## src/rtl/ewb_mem_responder.sv

```systemverilog
// Memory-side responder: arbitrates EWB line writes against L2 line reads onto one pmem port.
// Returns a one-cycle ack to the EWB and a one-cycle response (with data) to L2.
module ewb_mem_responder #(
  parameter int STARVE_LIMIT = 4
) (
  input  logic         clk,
  input  logic         reset_n,
  input  logic         ewb_req,
  input  logic [11:0]  ewb_addr,
  input  logic [127:0] ewb_wdata,
  output logic         ewb_ack,
  input  logic         l2_read_req,
  input  logic [11:0]  l2_addr,
  output logic [127:0] l2_rdata,
  output logic         l2_resp,
  output logic         pmem_read,
  output logic         pmem_write,
  output logic [15:0]  pmem_addr,
  output logic [127:0] pmem_wdata,
  input  logic [127:0] pmem_rdata,
  input  logic         pmem_resp,
  output logic [2:0]   dbg_state,
  output logic [3:0]   dbg_streak
);

  typedef enum logic [2:0] {
    IDLE     = 3'd0,
    RD_ISSUE = 3'd1,
    RD_DONE  = 3'd2,
    WR_ISSUE = 3'd3,
    WR_DONE  = 3'd4
  } state_t;

  localparam logic [3:0] LIMIT = 4'(STARVE_LIMIT);

  state_t         r_state;
  logic [3:0]     r_streak;
  logic           r_pmem_read;
  logic           r_pmem_write;
  logic [15:0]    r_pmem_addr;
  logic [127:0]   r_pmem_wdata;
  logic [127:0]   r_l2_rdata;
  logic           r_ewb_ack;
  logic           r_l2_resp;
  logic           w_grant_wr;
  logic           w_grant_rd;

  // A write wins when it is alone, when it targets the line L2 wants (read-after-evict),
  // or when reads have been granted STARVE_LIMIT times in a row over it.
  always_comb begin
    w_grant_wr = ewb_req & (~l2_read_req | (ewb_addr == l2_addr) | (r_streak == LIMIT));
    w_grant_rd = l2_read_req & ~w_grant_wr;
  end

  always_ff @(posedge clk or negedge reset_n) begin
    if (!reset_n) begin
      r_state      <= IDLE;
      r_streak     <= 4'd0;
      r_pmem_read  <= 1'b0;
      r_pmem_write <= 1'b0;
      r_pmem_addr  <= 16'd0;
      r_pmem_wdata <= 128'd0;
      r_l2_rdata   <= 128'd0;
      r_ewb_ack    <= 1'b0;
      r_l2_resp    <= 1'b0;
    end else begin
      r_ewb_ack <= 1'b0;
      r_l2_resp <= 1'b0;
      case (r_state)
        IDLE: begin
          if (w_grant_wr) begin
            r_state      <= WR_ISSUE;
            r_pmem_write <= 1'b1;
            r_pmem_addr  <= {ewb_addr, 4'b0000};
            r_pmem_wdata <= ewb_wdata;
            r_streak     <= 4'd0;
          end else if (w_grant_rd) begin
            r_state     <= RD_ISSUE;
            r_pmem_read <= 1'b1;
            r_pmem_addr <= {l2_addr, 4'b0000};
            if (!ewb_req) begin
              r_streak <= 4'd0;
            end else if (r_streak < LIMIT) begin
              r_streak <= 4'(r_streak + 4'd1);
            end
          end
        end
        RD_ISSUE: begin
          if (pmem_resp) begin
            r_state     <= RD_DONE;
            r_pmem_read <= 1'b0;
            r_l2_rdata  <= pmem_rdata;
            r_l2_resp   <= 1'b1;
          end
        end
        WR_ISSUE: begin
          if (pmem_resp) begin
            r_state      <= WR_DONE;
            r_pmem_write <= 1'b0;
            r_ewb_ack    <= 1'b1;
          end
        end
        RD_DONE:  r_state <= IDLE;
        WR_DONE:  r_state <= IDLE;
        default:  r_state <= IDLE;
      endcase
    end
  end

  assign pmem_read  = r_pmem_read;
  assign pmem_write = r_pmem_write;
  assign pmem_addr  = r_pmem_addr;
  assign pmem_wdata = r_pmem_wdata;
  assign l2_rdata   = r_l2_rdata;
  assign l2_resp    = r_l2_resp;
  assign ewb_ack    = r_ewb_ack;
  assign dbg_state  = r_state;
  assign dbg_streak = r_streak;

endmodule

```

## config.mk

```make
export PLATFORM = sky130hd
export DESIGN_NAME = ewb_mem_responder
export DESIGN_NICKNAME = d
export VERILOG_FILES = /design/src/rtl/ewb_mem_responder.sv
export SDC_FILE = /design/constraint.sdc
export NUM_CORES = 1
export LEC_CHECK = 0
export ABC_AREA = 1
export BUFFER_PORTS_ARGS = -buffer_cell sky130_fd_sc_hd__buf_4
export CAP_MARGIN = 20
export CORE_AREA = 2 2 222 224
export DETAILED_ROUTE_END_ITERATION = 10
export DIE_AREA = 0 0 224 226
export PLACE_DENSITY = 0.47
export SYNTH_ARGS = -nofsm -noshare
export SYNTH_HDL_FRONTEND = slang
export SYNTH_SLANG_ARGS = --single-unit
```

## constraint.sdc

```tcl
create_clock -name clk -period 4.78 [get_ports clk]
set_input_delay 0.239 -clock clk [delete_from_list [all_inputs] [get_ports clk]]
set_output_delay 0.239 -clock clk [all_outputs]
set_load 0.02 [all_outputs]
```

==> flow_summary.yaml <==
cts:
  cts.root.buffer_cell: "sky130_fd_sc_hd__clkbuf_16"
  num_cts_buffers: 35
  cts.htree.levels: 2
  cts_tree: "done"
  max-clock-path-buffers: 3
  numClockSinks: 279
  clk_pin_slew_worst_paths_ns: 0.06
  clock_insertion_delay_worst_skew_ns: 0.52
pwr:
  static-leakage-power_uw: 0.009958
  max-vdd-ir-drop_mv: 0.3271
  power.density_cell_area_nw_per_um2: 633.1
timing:
  report.final.hold_viol_count: 0
  post-route-period-util_pct: 63.78
  final_tns_setup_ns: 0
  achievable-frequency_ghz: 0.3280
  hold-worst-slack_ns: 0.04845
  finalCriticalPeriod_ns: 3.049
  report.final.setup_viol: 0
  slew_headroom_pct: 36.61
  tightest_slew_ns: 0.9509
  drv_slew: 0
  rsz0062_at_grt: "false"
  finalClockSkew_ns: 0.009019
placement:
  post-dp-hpwl_um: 26790
  numPortBuffers: 563
  gp_congestion: 0.8039
floorplanning:
  fp.dieArea_sq_um: 50620
  io_pins: 568
  fp.dieW_um: 224
  core_sq_um: 48340
  floorplan.die.height_um: 226
  row_count: 81
  initial_core_util_pct: 22.75
critical_path:
  critical_path_peak_fanout: 109
  critical_path.reg2reg.endpoint: "pmem_wdata[29]"
  crit_arrival_ns: 3.51
  setup.reg_to_reg.worst_slack_ns: 1.73
  reg2reg_depth: 11
  cp.required_ns: 5.24
  worst_setup_path_class: "reg -> reg"
  worst_setup_path_start_kind: "flip-flop"
  crit-reg2reg-launch: "dbg_streak[0]"
  critical_path.endpoint_type: "flip-flop"
synthesis:
  synth_seq_area_share_pct: 63.47
  synth_warn: 0
  synth_xor_area_share_pct: 0.3981
  post_synth_and_or_nand_nor_area_fraction_pct: 18.02
  synth-edff-count: 0
  synth_cells: 1016
  asyncSetResetFlopFracSynth_pct: 100.0
  netlist-cell-type-count: 26
  ff_latch_count_synth: 279
  synth-main-ff-cell: "sky130_fd_sc_hd__dfrtp_1"
  synth_compound_area_share_pct: 0.3071
  synthesis.area_sq_um: 11000
  post_synth_mux_area_share_pct: 13.10
  synthAdderAreaFrac_pct: 0.2275
  main_combinational_cell_family_by_area_after_synthesis: "simple AND/OR/NAND/NOR gates"
  syn_avg_cell_area_sq_um: 10.83
global_routing:
  first_global_vias: 10740
  groute.layer.met2.usage_pct: 26.27
  grt_overflow: 0
  globalRoute.busiestLayer: "met2"
  grt.met3_usage_pct: 5.217
  antenna_found_initial: 3
  grt.met1_usage_pct: 17.28
  grt_util_all_layers_pct: 14.98
  global_route_wire_length_before_repair_um: 59860
  grt_max_degree: 130
drt:
  detail_route.first_pass.iterations: 4
  post-route-drc-count: 0
  drt-wirelength-per-cell_um: 15.77
  dr.first_iter.drc_count: 416
  routed-via-count: 10040
  detail_route.vias_per_cell: 4.035
  postRouteWirelength_um: 39240
  drt.antenna.violating_nets: 0
layout:
  final_layout_size_suffix_gt1_share_pct: 40.20
  synthesis_to_finish_area_growth_pct: 77.86
  nets: 2124
  fillCellCount: 4644
job:
  maxCapViolations: 0
hold_path:
  min_to: "pmem_addr[11]"
  min_from: "l2_addr[7]"
  instance_count_along_the_most_critical_hold_path: 5
  hold_class: "in -> reg"
run_status:
  result_of_the_run: "complete, no violations"
cell families (layout without fill, tap and decap cells):
family,Yosys count,after routing
compound gates,6,6
xor+xnor,5,5
fa+ha+maj,2,2
buf+inv,82,926
flops,279,279
mux,128,128
other cells,1,7
simple gates,513,513
routing by layer:
metal / part of all wire [%] / vias to the layer above
li1: - / 4839
met1: 40 / 4776
met2: 50 / 377
met3: 8.3 / 48
met4: 2.0 / 0
met5: 0 / -
flip-flops by register name (all words and copies together), names as in the netlist:
register,count
ewb_ack,1
l2_resp,1
pmem_write,1
l2_rdata,128
pmem_addr,12
pmem_read,1
dbg_state,3
pmem_wdata,128
dbg_streak,4
how the worst max path moves through the flow:
stage	start	to	slack (ns)
5_1_grt	dbg_streak[0]	pmem_wdata[21]	1.47
3_5_place_dp	dbg_streak[0]	pmem_wdata[69]	1.72
4_1_cts	dbg_streak[0]	pmem_wdata[69]	1.69
3_3_place_gp	dbg_streak[0]	pmem_wdata[69]	1.76
2_1_floorplan	dbg_state[2]	l2_rdata[100]	3.05
6_report	dbg_streak[0]	pmem_wdata[29]	1.73
per-stage QoR:
| stage | util, % | instance area [sq um] | setup WS, ns | instances | power (uW) |
|---|---|---|---|---|---|
| final | 40.47 | 19560 | 1.731 | 2488 | 12390 |
| after global routing | 40.46 | 19560 | 1.465 | 2487 | 13140 |
| after detailed placement | 32.57 | 15750 | 1.716 | 2158 | 9616 |
| after CTS | 40.45 | 19560 | 1.690 | 2485 | 12540 |
| after floorplan | - | 11010 | 3.053 | 1019 | 7020 |
| after global placement | 32.57 | 15750 | 1.760 | 2158 | 9584 |
placed cells by master (no fill, tap or decap), types with 2 or more instances in the layout:
cell,Yosys,routed
sky130_fd_sc_hd__buf_12,0,3
sky130_fd_sc_hd__buf_4,17,565
sky130_fd_sc_hd__clkbuf_1,7,10
sky130_fd_sc_hd__clkbuf_16,0,37
sky130_fd_sc_hd__clkbuf_8,0,11
sky130_fd_sc_hd__clkinv_2,0,3
sky130_fd_sc_hd__conb_1,1,4
sky130_fd_sc_hd__dfrtp_1,279,279
sky130_fd_sc_hd__diode_2,0,3
sky130_fd_sc_hd__dlygate4sd3_1,0,264
sky130_fd_sc_hd__ha_1,2,2
sky130_fd_sc_hd__inv_1,27,27
sky130_fd_sc_hd__inv_2,3,2
sky130_fd_sc_hd__mux2_1,9,9
sky130_fd_sc_hd__mux2_2,119,119
sky130_fd_sc_hd__nand2_1,467,467
sky130_fd_sc_hd__nand3_1,27,27
sky130_fd_sc_hd__nor2_1,13,13
sky130_fd_sc_hd__o21ai_0,3,3
sky130_fd_sc_hd__xnor2_1,4,4
synth_stat cells, types with 2 or more instances:
| cell | n | area [sq um] |
|---|---|---|
| sky130_fd_sc_hd__nand2_1 | 467 | 1753 |
| sky130_fd_sc_hd__dfrtp_1 | 279 | 6982 |
| sky130_fd_sc_hd__mux2_2 | 119 | 1340 |
| sky130_fd_sc_hd__inv_1 | 27 | 101.4 |
| sky130_fd_sc_hd__nand3_1 | 27 | 135.1 |
| sky130_fd_sc_hd__buf_4 | 17 | 127.6 |
| sky130_fd_sc_hd__buf_2 | 15 | 75.07 |
| sky130_fd_sc_hd__buf_6 | 13 | 146.4 |
| sky130_fd_sc_hd__nor2_1 | 13 | 48.80 |
| sky130_fd_sc_hd__mux2_1 | 9 | 101.4 |
| sky130_fd_sc_hd__clkbuf_1 | 7 | 26.28 |
| sky130_fd_sc_hd__xnor2_1 | 4 | 35.03 |
| sky130_fd_sc_hd__inv_2 | 3 | 11.26 |
| sky130_fd_sc_hd__o21ai_0 | 3 | 15.01 |
| sky130_fd_sc_hd__ha_1 | 2 | 25.02 |
report_power, final:
| part | total [uW] | leakage, uW | internal (uW) | switching, uW |
|---|---|---|---|---|
| registers | 4110 | 0.00341 | 3490 | 620 |
| clock network | 2670 | 0.000577 | 1640 | 1030 |
| logic | 5600 | 0.00597 | 2530 | 3070 |
final cells by class:
class	count	area (sq um)	area share (%)
Sequential cell	279	6982	35.69
Timing Repair Buffer	833	6959	35.57
Multi-Input combinational cell	658	3553	18.16
Clock buffer	58	1115	5.698
Tap cell	622	778.2	3.978
Inverter	30	115.1	0.5884
Clock inverter	5	53.80	0.2750
Antenna cell	3	7.507	0.03837
repair_timing:
action,4_1_cts,5_1_grt
hold buffers,264,0
endpoints found under the hold margin,346,0
buffers inserted,0,0
gates resized for setup,0,0
worst max-delay path, stage by stage, from the launching register on:
cell and delay (ns):
sky130_fd_sc_hd__dfrtp_1 0.40, sky130_fd_sc_hd__inv_1 0.10, sky130_fd_sc_hd__ha_1 0.15, sky130_fd_sc_hd__nand3_1 0.10, sky130_fd_sc_hd__nand2_1 0.09, sky130_fd_sc_hd__inv_1 0.06, sky130_fd_sc_hd__nand2_2 0.26, sky130_fd_sc_hd__nand3_4 0.57
sky130_fd_sc_hd__inv_4 0.46, sky130_fd_sc_hd__buf_12 0.37, sky130_fd_sc_hd__nand2_1 0.15, sky130_fd_sc_hd__nand2_1 0.09
Power figures use the tool's default switching activity.
